===== src/rtl/bp_sacc_io_initiator_pkg.sv =====
// Shared types for the streaming-accelerator I/O initiator.
// Holds the processor-config widths, the CCE memory message layout used on the
// io_cmd/io_resp link, the host request opcodes and the initiator FSM states.
package bp_sacc_io_initiator_pkg;

    localparam int paddr_width_p  = 40;
    localparam int dword_width_p  = 64;
    localparam int lce_id_width_p = 4;

    typedef enum logic [3:0] {
        e_cce_mem_rd    = 4'b0000,
        e_cce_mem_wr    = 4'b0001,
        e_cce_mem_uc_rd = 4'b0010,
        e_cce_mem_uc_wr = 4'b0011
    } bp_cce_mem_cmd_type_e;

    typedef enum logic [2:0] {
        e_mem_size_1  = 3'b000,
        e_mem_size_2  = 3'b001,
        e_mem_size_4  = 3'b010,
        e_mem_size_8  = 3'b011,
        e_mem_size_16 = 3'b100,
        e_mem_size_32 = 3'b101,
        e_mem_size_64 = 3'b110
    } bp_mem_msg_size_e;

    typedef struct packed {
        logic [lce_id_width_p-1:0] lce_id;
    } bp_cce_mem_msg_payload_s;

    typedef struct packed {
        bp_cce_mem_cmd_type_e     msg_type;
        logic [paddr_width_p-1:0] addr;
        bp_mem_msg_size_e         size;
        bp_cce_mem_msg_payload_s  payload;
        logic [dword_width_p-1:0] data;
    } bp_cce_mem_msg_s;

    localparam int cce_mem_msg_width_lp = $bits(bp_cce_mem_msg_s);

    typedef enum logic [1:0] {
        e_sacc_op_rd         = 2'b00,
        e_sacc_op_wr         = 2'b01,
        e_sacc_op_start_wait = 2'b10,
        e_sacc_op_illegal    = 2'b11
    } bp_sacc_op_e;

    typedef enum logic [2:0] {
        e_st_idle,
        e_st_send,
        e_st_wait,
        e_st_pgap,
        e_st_psend,
        e_st_pwait,
        e_st_reply
    } bp_sacc_state_e;

endpackage


===== src/rtl/bp_sacc_io_initiator.sv =====
// Host-side initiator for the streaming-accelerator I/O link.
// Issues one uncached read/write toward an accelerator io-cce at a time, or runs
// start-and-wait: write the start CSR, then poll the status CSR (start address +
// status_offset_p) every poll_gap_p cycles until bit 0 is set.
// Ports:
//   clk_i, reset_n_i              clock, asynchronous active-low reset
//   lce_id_i                      stamped into the command payload
//   req_*                         host request (op, addr, data), valid/ready
//   rsp_*                         host reply (data, err), held until rsp_yumi_i
//   io_cmd_o/_v_o/_ready_i        command to accelerator, ready/valid
//   io_resp_i/_v_i/_yumi_o        response from accelerator, valid/yumi
module bp_sacc_io_initiator
    import bp_sacc_io_initiator_pkg::*;
#(
    parameter int                       timeout_p       = 1024,
    parameter int                       poll_gap_p      = 16,
    parameter int                       max_polls_p     = 64,
    parameter logic [paddr_width_p-1:0] status_offset_p = 'h8
) (
    input  logic                       clk_i,
    input  logic                       reset_n_i,
    input  logic [lce_id_width_p-1:0]  lce_id_i,
    input  logic [1:0]                 req_op_i,
    input  logic [paddr_width_p-1:0]   req_addr_i,
    input  logic [dword_width_p-1:0]   req_data_i,
    input  logic                       req_v_i,
    output logic                       req_ready_o,
    output logic [dword_width_p-1:0]   rsp_data_o,
    output logic                       rsp_err_o,
    output logic                       rsp_v_o,
    input  logic                       rsp_yumi_i,
    output bp_cce_mem_msg_s            io_cmd_o,
    output logic                       io_cmd_v_o,
    input  logic                       io_cmd_ready_i,
    input  bp_cce_mem_msg_s            io_resp_i,
    input  logic                       io_resp_v_i,
    output logic                       io_resp_yumi_o
);

    localparam int timer_w = $clog2(timeout_p + 1);
    localparam int gap_w   = $clog2(poll_gap_p + 1);
    localparam int poll_w  = $clog2(max_polls_p + 1);

    localparam logic [timer_w-1:0] timer_last = timer_w'(timeout_p - 1);
    localparam logic [timer_w-1:0] timer_max  = timer_w'(timeout_p);
    localparam logic [gap_w-1:0]   gap_last   = gap_w'(poll_gap_p - 1);
    localparam logic [poll_w-1:0]  poll_limit = poll_w'(max_polls_p);

    bp_sacc_state_e            state_r;
    bp_sacc_op_e               op_r;
    logic [paddr_width_p-1:0]  addr_r;
    bp_cce_mem_msg_s           cmd_r;
    logic                      cmd_v_r;
    logic                      req_ready_r;
    logic                      rsp_v_r;
    logic                      rsp_err_r;
    logic [dword_width_p-1:0]  rsp_data_r;
    logic [timer_w-1:0]        timer_r;
    logic [gap_w-1:0]          gap_r;
    logic [poll_w-1:0]         polls_r;

    logic                      resp_match;
    logic [paddr_width_p-1:0]  poll_addr;
    logic [poll_w-1:0]         polls_next;
    logic                      unused_resp_fields;

    // The response must echo the command just sent; cmd_r always holds it.
    assign resp_match = (io_resp_i.msg_type == cmd_r.msg_type) && (io_resp_i.addr == cmd_r.addr);
    assign poll_addr  = addr_r + status_offset_p;
    assign polls_next = polls_r + 1'b1;

    assign unused_resp_fields = &{1'b0, io_resp_i.size, io_resp_i.payload};

    // Every response is consumed on arrival; ones not expected in the current
    // state are simply dropped.
    assign io_resp_yumi_o = io_resp_v_i & reset_n_i;

    assign req_ready_o = req_ready_r;
    assign rsp_v_o     = rsp_v_r;
    assign rsp_err_o   = rsp_err_r;
    assign rsp_data_o  = rsp_data_r;
    assign io_cmd_o    = cmd_r;
    assign io_cmd_v_o  = cmd_v_r;

    always_ff @(posedge clk_i or negedge reset_n_i) begin
        if (!reset_n_i) begin
            state_r     <= e_st_idle;
            op_r        <= e_sacc_op_rd;
            addr_r      <= '0;
            cmd_r       <= '0;
            cmd_v_r     <= 1'b0;
            req_ready_r <= 1'b1;
            rsp_v_r     <= 1'b0;
            rsp_err_r   <= 1'b0;
            rsp_data_r  <= '0;
            timer_r     <= '0;
            gap_r       <= '0;
            polls_r     <= '0;
        end else begin
            case (state_r)
                e_st_idle: begin
                    if (req_v_i && req_ready_r) begin
                        req_ready_r <= 1'b0;
                        op_r        <= bp_sacc_op_e'(req_op_i);
                        addr_r      <= req_addr_i;
                        if (bp_sacc_op_e'(req_op_i) == e_sacc_op_illegal) begin
                            rsp_v_r    <= 1'b1;
                            rsp_err_r  <= 1'b1;
                            rsp_data_r <= '0;
                            state_r    <= e_st_reply;
                        end else begin
                            cmd_r.msg_type       <= (bp_sacc_op_e'(req_op_i) == e_sacc_op_rd)
                                                    ? e_cce_mem_uc_rd : e_cce_mem_uc_wr;
                            cmd_r.addr           <= req_addr_i;
                            cmd_r.size           <= e_mem_size_8;
                            cmd_r.payload.lce_id <= lce_id_i;
                            cmd_r.data           <= (bp_sacc_op_e'(req_op_i) == e_sacc_op_rd)
                                                    ? '0 : req_data_i;
                            cmd_v_r              <= 1'b1;
                            state_r              <= e_st_send;
                        end
                    end
                end

                e_st_send, e_st_psend: begin
                    timer_r <= '0;
                    if (io_cmd_ready_i) begin
                        cmd_v_r <= 1'b0;
                        state_r <= (state_r == e_st_send) ? e_st_wait : e_st_pwait;
                    end
                end

                e_st_wait, e_st_pwait: begin
                    // A response arriving in the expiry cycle takes priority.
                    if (io_resp_v_i) begin
                        if (!resp_match) begin
                            rsp_v_r    <= 1'b1;
                            rsp_err_r  <= 1'b1;
                            rsp_data_r <= '0;
                            state_r    <= e_st_reply;
                        end else if (state_r == e_st_wait && op_r != e_sacc_op_start_wait) begin
                            rsp_v_r    <= 1'b1;
                            rsp_err_r  <= 1'b0;
                            rsp_data_r <= (op_r == e_sacc_op_rd) ? io_resp_i.data : '0;
                            state_r    <= e_st_reply;
                        end else if (state_r == e_st_wait) begin
                            gap_r   <= '0;
                            polls_r <= '0;
                            state_r <= e_st_pgap;
                        end else if (io_resp_i.data[0]) begin
                            rsp_v_r    <= 1'b1;
                            rsp_err_r  <= 1'b0;
                            rsp_data_r <= io_resp_i.data;
                            state_r    <= e_st_reply;
                        end else if (polls_next == poll_limit) begin
                            rsp_v_r    <= 1'b1;
                            rsp_err_r  <= 1'b1;
                            rsp_data_r <= '0;
                            state_r    <= e_st_reply;
                        end else begin
                            polls_r <= polls_next;
                            gap_r   <= '0;
                            state_r <= e_st_pgap;
                        end
                    end else if (timer_r == timer_last) begin
                        rsp_v_r    <= 1'b1;
                        rsp_err_r  <= 1'b1;
                        rsp_data_r <= '0;
                        state_r    <= e_st_reply;
                    end else if (timer_r != timer_max) begin
                        timer_r <= timer_r + 1'b1;
                    end
                end

                e_st_pgap: begin
                    if (gap_r == gap_last) begin
                        cmd_r.msg_type <= e_cce_mem_uc_rd;
                        cmd_r.addr     <= poll_addr;
                        cmd_r.data     <= '0;
                        cmd_v_r        <= 1'b1;
                        state_r        <= e_st_psend;
                    end else begin
                        gap_r <= gap_r + 1'b1;
                    end
                end

                e_st_reply: begin
                    if (rsp_yumi_i) begin
                        rsp_v_r     <= 1'b0;
                        req_ready_r <= 1'b1;
                        state_r     <= e_st_idle;
                    end
                end

                default: state_r <= e_st_idle;
            endcase
        end
    end

endmodule

===== config.mk =====
export PLATFORM = sky130hd
export DESIGN_NAME = bp_sacc_io_initiator
export DESIGN_NICKNAME = d
export VERILOG_FILES = /design/src/rtl/bp_sacc_io_initiator_pkg.sv /design/src/rtl/bp_sacc_io_initiator.sv
export SDC_FILE = /design/constraint.sdc
export NUM_CORES = 1
export LEC_CHECK = 0
export CORE_ASPECT_RATIO = 0.9
export CORE_MARGIN = 2
export CORE_UTILIZATION = 30
export DETAILED_ROUTE_END_ITERATION = 7
export MAX_ROUTING_LAYER = met4
export PLACE_DENSITY_LB_ADDON = 0.2
export SLEW_MARGIN = 10
export SYNTH_ARGS = -nofsm -noshare
export SYNTH_HDL_FRONTEND = slang
export SYNTH_SLANG_ARGS = --single-unit

===== constraint.sdc =====
create_clock -name clk_i -period 4.8 [get_ports clk_i]
set_clock_uncertainty 0.15 [all_clocks]
set_input_delay 0.96 -clock clk_i [delete_from_list [all_inputs] [get_ports clk_i]]
set_output_delay 0.96 -clock clk_i [all_outputs]
set_load 0.02 [all_outputs]

==> run_results.csv, run 1 <==
group,metric,value,unit
cts,cts_sinks,247,
timing,fin_crit,3.372,ns
status,status,"complete, no violations",
logic_synthesis,yosys_warnings,0,
worst_setup_path,startpoint_type,"register",
logic_synthesis,yosysTopAreaCellShare,52.14,%
global_routing,overflow,0,
cts,cts_tree,"yes",
logic_synthesis,synth_top_family_by_area,"simple AND/OR/NAND/NOR gates",
floorplanning,die_w,213.1,um
logic_synthesis,ys.flop_type,"dfrtp_1",
timing,max_freq,296.5,MHz
logic_synthesis,synth_compound_area_share,10.89,%
timing,worst_pin_slew,0.8849,ns
drt,drc,0,
worst_setup_path,slowest_stage,"dfrtp_1",
logic_synthesis,syn-mean-instance-area,10.51,um^2
worst_setup_path,path_buf_inv,2,
logic_synthesis,synth-simple-area-share,14.71,%
final_layout,seqCellArea,6182,um^2
drt,vias_per_cell,4.766,
global_routing,grt_use_total,18.99,%
timing,finalCritPeriodShare,70.25,%
logic_synthesis,synth_area_leader_cell,"dfrtp_1",
power_and_ir_drop,p_per_area,451.3,nW/um^2
hold_path,hold_class,"input pin to async pin",
drt,drtIter0Drc,552,
cts,cts_resized,0,
power_and_ir_drop,irDropWorstVdd,0.2450,mV
timing,setup_viol,0,
place,io_buffers,404,
floorplanning,dieArea,40960,um^2
cts,cts_made_buffers,29,
cts,ctsHoldBuffers,0,
logic_synthesis,synthMuxAreaShare,9.898,%
worst_setup_path,end_kind,"register",
place,dp_hpwl,27.89,mm
timing,rsz0062_at_grt,"false",
logic_synthesis,synth_fa_ha_area_share,0.8478,%
cts,h-tree-depth,1,
logic_synthesis,synth_xor_area_share,6.157,%
logic_synthesis,yosys-top-cells-count,"246 x dfrtp_1, 133 x nand2_1, 79 x nor2_1, 75 x inv_1",
place,dp_cells,2009,
timing,slew_headroom,41.01,%
floorplanning,die_h,192.2,um
final_layout,nets,1754,
cts,cts.path.max_buffers,3,
cts,root_buffer,"clkbuf_16",
logic_synthesis,synthTopCellsByArea,"dfrtp_1 52%, mux2i_1 5.5%, a22o_1 4.8%, xor2_1 4.7%, mux2_2 4.3%",
worst_setup_path,crit_top_cell,"buf_4",
timing,fin_tns_setup,0,ns
floorplanning,core,38540,um^2
worst_setup_path,arrival,3.68,ns
worst_setup_path,crit_family,"simple AND/OR/NAND/NOR gates",
drt,drt-pass1-iter-count,4,
global_routing,grt_pass1_vias,10040,
final_layout,syn_to_final_growth,47.34,%
worst_setup_path,worstSetupPathType,"register to register",
run,maxCapViolCount,0,
floorplanning,initial_utilization,30.63,%
global_routing,grt_pass1_wl,58.59,mm
timing,slew_viol_final,0,
logic_synthesis,synth-async-reset-ratio,100.0,%
drt,wl,38.76,mm
global_routing,antenna_found_initial,4,
worst_setup_path,slowest_delay,0.78,ns
timing,timing.hold.ws,0.1821,ns
cts,cts.clk_slew.worst_paths,0.06,ns
final_layout,finalNonFillerCells,2067,
logic_synthesis,synthCells,1123,
worst_setup_path,path_cells,"or3b_1 > nand3_1 > o311a_1 > nand4_2 > buf_4 > nor3b_4 > buf_4 > mux2i_1",
drt,num_vias,9851,
floorplanning,rows,68,
final_layout,n_fill_cell,3633,
worst_setup_path,required,5.11,ns
floorplanning,ioPinCount,415,
timing,hold_viol,0,
logic_synthesis,ys_seq_area_share,52.36,%
logic_synthesis,synth_area,11810,um^2
cts,cts_setup_buffers,0,
final_layout,drive_gt1_share,8.653,%
drt,drtAntennaViolNets,0,
cts,clk_latency,0.57,ns
drt,routedWlPerCell,18.75,um
logic_synthesis,ys_types,61,
logic_synthesis,yosysMostFrequentCell,"dfrtp_1",
worst_setup_path,crit_fanout,33,
place,gp_congestion,0.8380,
power_and_ir_drop,leakage,0.007265,uW
logic_synthesis,synth_edf_count,0,
global_routing,grt_max_degree,70,
logic_synthesis,ys_ff_latch,247,
final_layout,multiInputGateArea,5067,um^2
-- metal layers --
layer	vias to the layer above	track usage, %	part of all wire (%)
met5	-	-	0
met4	0	3.954	1.8
met3	51	5.526	8.1
met2	329	28.97	46
met1	4766	25.05	44
li1	4705	-	-
-- registers in the layout, summed over array words and instances, names as in the netlist, 2 cells and up --
signal      count
io_cmd_o      111
rsp_data_o     64
addr_r         40
timer_r        11
polls_r         7
gap_r           5
state_r         3
op_r            2
-- power by group --
group / leakage [uW] / internal (uW) / switching [uW] / total [uW]
combinational: 0.00346 / 1230 / 1320 / 2560
clock: 0.000477 / 1340 / 917 / 2260
sequential: 0.00332 / 2510 / 528 / 3030
-- cells in the final DEF, fill, tap and decap left out, drive strengths merged, types with 6 or more instances in the layout --
cell and count:
nor4 29, and2 9, xor2 64, nor3 12, a21oi 14, mux2 46, mux2i 65, nand3 35
clkbuf 38, and4 7, a221oi 18, and3 6, o21ai 47, a22o 65, o211ai 8, xnor2 19
buf 21, inv 76, nor2 79, clkinv 8, clkdlybuf4s50 403, nand4 20, ha 8, dfrtp 246
nand2 133
-- worst paths after layout --
| check | from | endpoint | slack, ns | depth (start not counted) |
|---|---|---|---|---|
| worst max-delay path | state_r[2]$_DFFE_PN0P_ | rsp_data_o[52]$_DFFE_PN0P_ | 1.43 | 8 |
| worst min-delay path | reset_n_i | timer_r[3]$_DFFE_PN0P_ | 0.18 | 1 |
| worst max register to register | state_r[2]$_DFFE_PN0P_ | rsp_data_o[52]$_DFFE_PN0P_ | 1.43 | 8 |
| worst min register to register | gap_r[3]$_DFFE_PN0P_ | gap_r[3]$_DFFE_PN0P_ | 0.33 | 1 |
| max in group asynchronous | reset_n_i | io_cmd_o[6]$_DFFE_PN0P_ | 2.30 | 3 |
| min in group clk_i | gap_r[3]$_DFFE_PN0P_ | gap_r[3]$_DFFE_PN0P_ | 0.33 | 1 |
-- kinds of logic (layout without fill, tap and decap cells) --
family	after synthesis	after routing
AOI/OAI and AO/OA	175	175
xor gates and xnor gates	83	83
adders and majority gates	8	8
buffers and inverters	140	552
DFF	247	247
muxes	111	111
other	1	8
and+or+nand+nor	358	358
-- metrics by stage --
| step | utilization (%) | worst slack [ns] | total power, uW | area, um^2 |
|---|---|---|---|---|
| 3_5_place_dp | 42.58 | 0.8661 | 5623 | 16410 |
| 3_3_place_gp | 42.58 | 0.9175 | 5592 | 16410 |
| 5_1_grt | 45.13 | 1.166 | 8299 | 17390 |
| 4_1_cts | 45.10 | 1.404 | 7944 | 17380 |
| 2_1_floorplan | - | 1.931 | 4510 | 11810 |
| 6_report | 45.13 | 1.428 | 7851 | 17400 |
-- area by class of cell --
cell class                 count  share of cell area, %
timing repair buffer         424                  24.28
sequential                   247                  35.54
antenna                        5                0.07193
inverter                      75                  1.618
tap                          525                  3.776
clock inverter                15                 0.9279
multi-input combinational    738                  29.13
clock buffer                  38                  4.654
Power figures use the tool's default switching activity.
==> run 2: changes to the inputs <==
==> constraint.sdc (replaced) <==
create_clock -name clk_i -period 3.5 [get_ports clk_i]
set_clock_uncertainty 0.15 [all_clocks]
set_input_delay 0.7 -clock clk_i [delete_from_list [all_inputs] [get_ports clk_i]]
set_output_delay 0.7 -clock clk_i [all_outputs]
set_load 0.02 [all_outputs]
==> run_results.csv, run 2 (synthesized netlist as in run 1, its figures left out) <==
group,metric,value,unit
worst_setup_path,arrival,3.22,ns
timing,rsz0062_at_grt,"false",
drt,vias_per_cell,4.766,
timing,fin_tns_setup,0,ns
drt,drc,0,
timing,slew_viol_final,0,
global_routing,overflow,0,
worst_setup_path,crit_fanout,23,
floorplanning,die_h,192.2,um
global_routing,grt_use_total,18.92,%
final_layout,syn_to_final_growth,48.88,%
drt,num_vias,9922,
hold_path,hold_class,"input pin to async pin",
final_layout,layout_commonest_cell,"clkdlybuf4s50_1",
global_routing,grt_max_degree,77,
power_and_ir_drop,power.total,10880,uW
global_routing,grt_pass1_wl,58.66,mm
drt,wl,38.70,mm
status,status,"complete, no violations",
timing,setup_viol,0,
power_and_ir_drop,p_per_area,618.9,nW/um^2
worst_setup_path,critPathLaunch,"io_resp_i[73]",
floorplanning,ioPinCount,415,
cts,h-tree-depth,1,
worst_setup_path,rr_startpoint,"io_cmd_o[95]$_DFFE_PN0P_",
global_routing,gr-max-usage-layer,"met2",
timing,fin_crit,2.942,ns
floorplanning,core,38540,um^2
cts,cts.path.max_buffers,3,
global_routing,met3_usage,4.905,%
drt,drtAntennaViolNets,0,
power_and_ir_drop,irDropWorstVdd,0.3404,mV
final_layout,finalNonFillerCells,2082,
worst_setup_path,ff2ff_setup_slack,0.65,ns
cts,cts_made_buffers,29,
global_routing,antenna_found_initial,5,
global_routing,use_met1,25.55,%
final_layout,drive_gt1_share,9.665,%
final_layout,nets,1769,
worst_setup_path,startpoint_type,"input pin",
final_layout,largest_register_ffs,111,
place,gp_congestion,0.8765,
cts,cts_tree,"yes",
floorplanning,initial_utilization,30.63,%
floorplanning,dieArea,40960,um^2
timing,slew_headroom,33.72,%
place,dp_hpwl,28.22,mm
worst_setup_path,required,3.77,ns
place,dp_cells,2024,
drt,routedWlPerCell,18.59,um
place,io_buffers,404,
worst_setup_path,crit_end,"rsp_data_o[60]$_DFFE_PN0P_",
cts,ctsHoldBuffers,0,
worst_setup_path,worstSetupPathType,"input pin to register",
final_layout,final_cell_mix,"403 x clkdlybuf4s50_1, 246 x dfrtp_1, 133 x nand2_1",
cts,cts_resized,0,
cts,clk_latency,0.55,ns
worst_setup_path,end_kind,"register",
cts,cts_setup_buffers,0,
floorplanning,rows,68,
power_and_ir_drop,leakage,0.007368,uW
cts,root_buffer,"clkbuf_16",
final_layout,n_fill_cell,3710,
worst_setup_path,rr_endpoint,"rsp_data_o[60]$_DFFE_PN0P_",
drt,drt-pass1-iter-count,5,
cts,cts.clk_slew.worst_paths,0.06,ns
timing,worst_pin_slew,0.9942,ns
timing,finalCritPeriodShare,84.05,%
timing,hold_viol,0,
timing,max_freq,339.9,MHz
run,maxCapViolCount,0,
floorplanning,die_w,213.1,um
drt,drtIter0Drc,671,
global_routing,use_met2,28.23,%
global_routing,grt_pass1_vias,10000,
worst_setup_path,reg2reg_depth,9,
cts,cts_sinks,247,
==> run 2: cell types whose count changed in the layout (fill, tap and decap cells not counted), sizes merged <==
| cell | change |
|---|---|
| inv | -1 |
| buf | +15 |
| clkinvlp | -1 |
| clkbuf | +2 |
| clkinv | +1 |
| bufinv | -1 |
==> run 2: how the worst min path moves through the flow <==
stage | startpoint | endpoint | slack, ns | cells past startpoint
detailed placement | gap_r[3]$_DFFE_PN0P_ | gap_r[3]$_DFFE_PN0P_ | 0.32 | 1
global route | reset_n_i | io_cmd_o[110]$_DFFE_PN0P_ | 0.15 | 2
CTS | reset_n_i | io_cmd_o[112]$_DFFE_PN0P_ | 0.12 | 2
finish | reset_n_i | io_cmd_o[110]$_DFFE_PN0P_ | 0.11 | 2
global placement | gap_r[3]$_DFFE_PN0P_ | gap_r[3]$_DFFE_PN0P_ | 0.32 | 1
floorplan | reset_n_i | addr_r[0]$_DFFE_PN0P_ | 0.25 | 0
==> run 2: worst max-delay path, stage by stage <==
cell	delay, ns
clkdlybuf4s50_1	0.42
xor2_1	0.22
nor4_1	0.54
buf_4	0.22
and4_1	0.19
nand4_2	0.18
nor3b_4	0.21
buf_12	0.19
buf_12	0.19
mux2i_1	0.13
==> run 2: power by group <==
part | leakage, uW | switching [uW] | internal [uW]
Clock | 0.000488 | 1240 | 1850
Combinational | 0.00356 | 1920 | 1790
Sequential | 0.00332 | 644 | 3440
Total | 0.00737 | 3800 | 7080
==> run 2: layout make-up <==
| cell class | instances | area [um^2] | share of cell area, % |
|---|---|---|---|
| tap | 525 | 656.9 | 3.737 |
| antenna | 5 | 12.51 | 0.07118 |
| sequential | 247 | 6182 | 35.17 |
| timing repair buffer | 439 | 4399 | 25.03 |
| inverter | 75 | 281.5 | 1.602 |
| clock buffer | 40 | 857.1 | 4.876 |
| clock inverter | 13 | 120.1 | 0.6834 |
| multi-input combinational | 738 | 5067 | 28.83 |
==> run 2: layer usage <==
layer / wire [um] / vias up
met3: 3186 / 61
met5: 0 / -
li1: - / 4723
met2: 17330 / 364
met4: 1000 / 0
met1: 17180 / 4774
==> run 2: through the flow <==
stage                     setup slack (ns)  util (%)  hold slack, ns  area (um^2)
after floorplan                     0.8911         -          0.2544        11810
after global placement             0.02703     43.04          0.3158        16590
after detailed placement           0.05332     43.04          0.3234        16590
after CTS                           0.6179     45.57          0.1198        17560
after global routing                0.4764     45.60          0.1471        17580
final                               0.5581     45.60          0.1146        17580
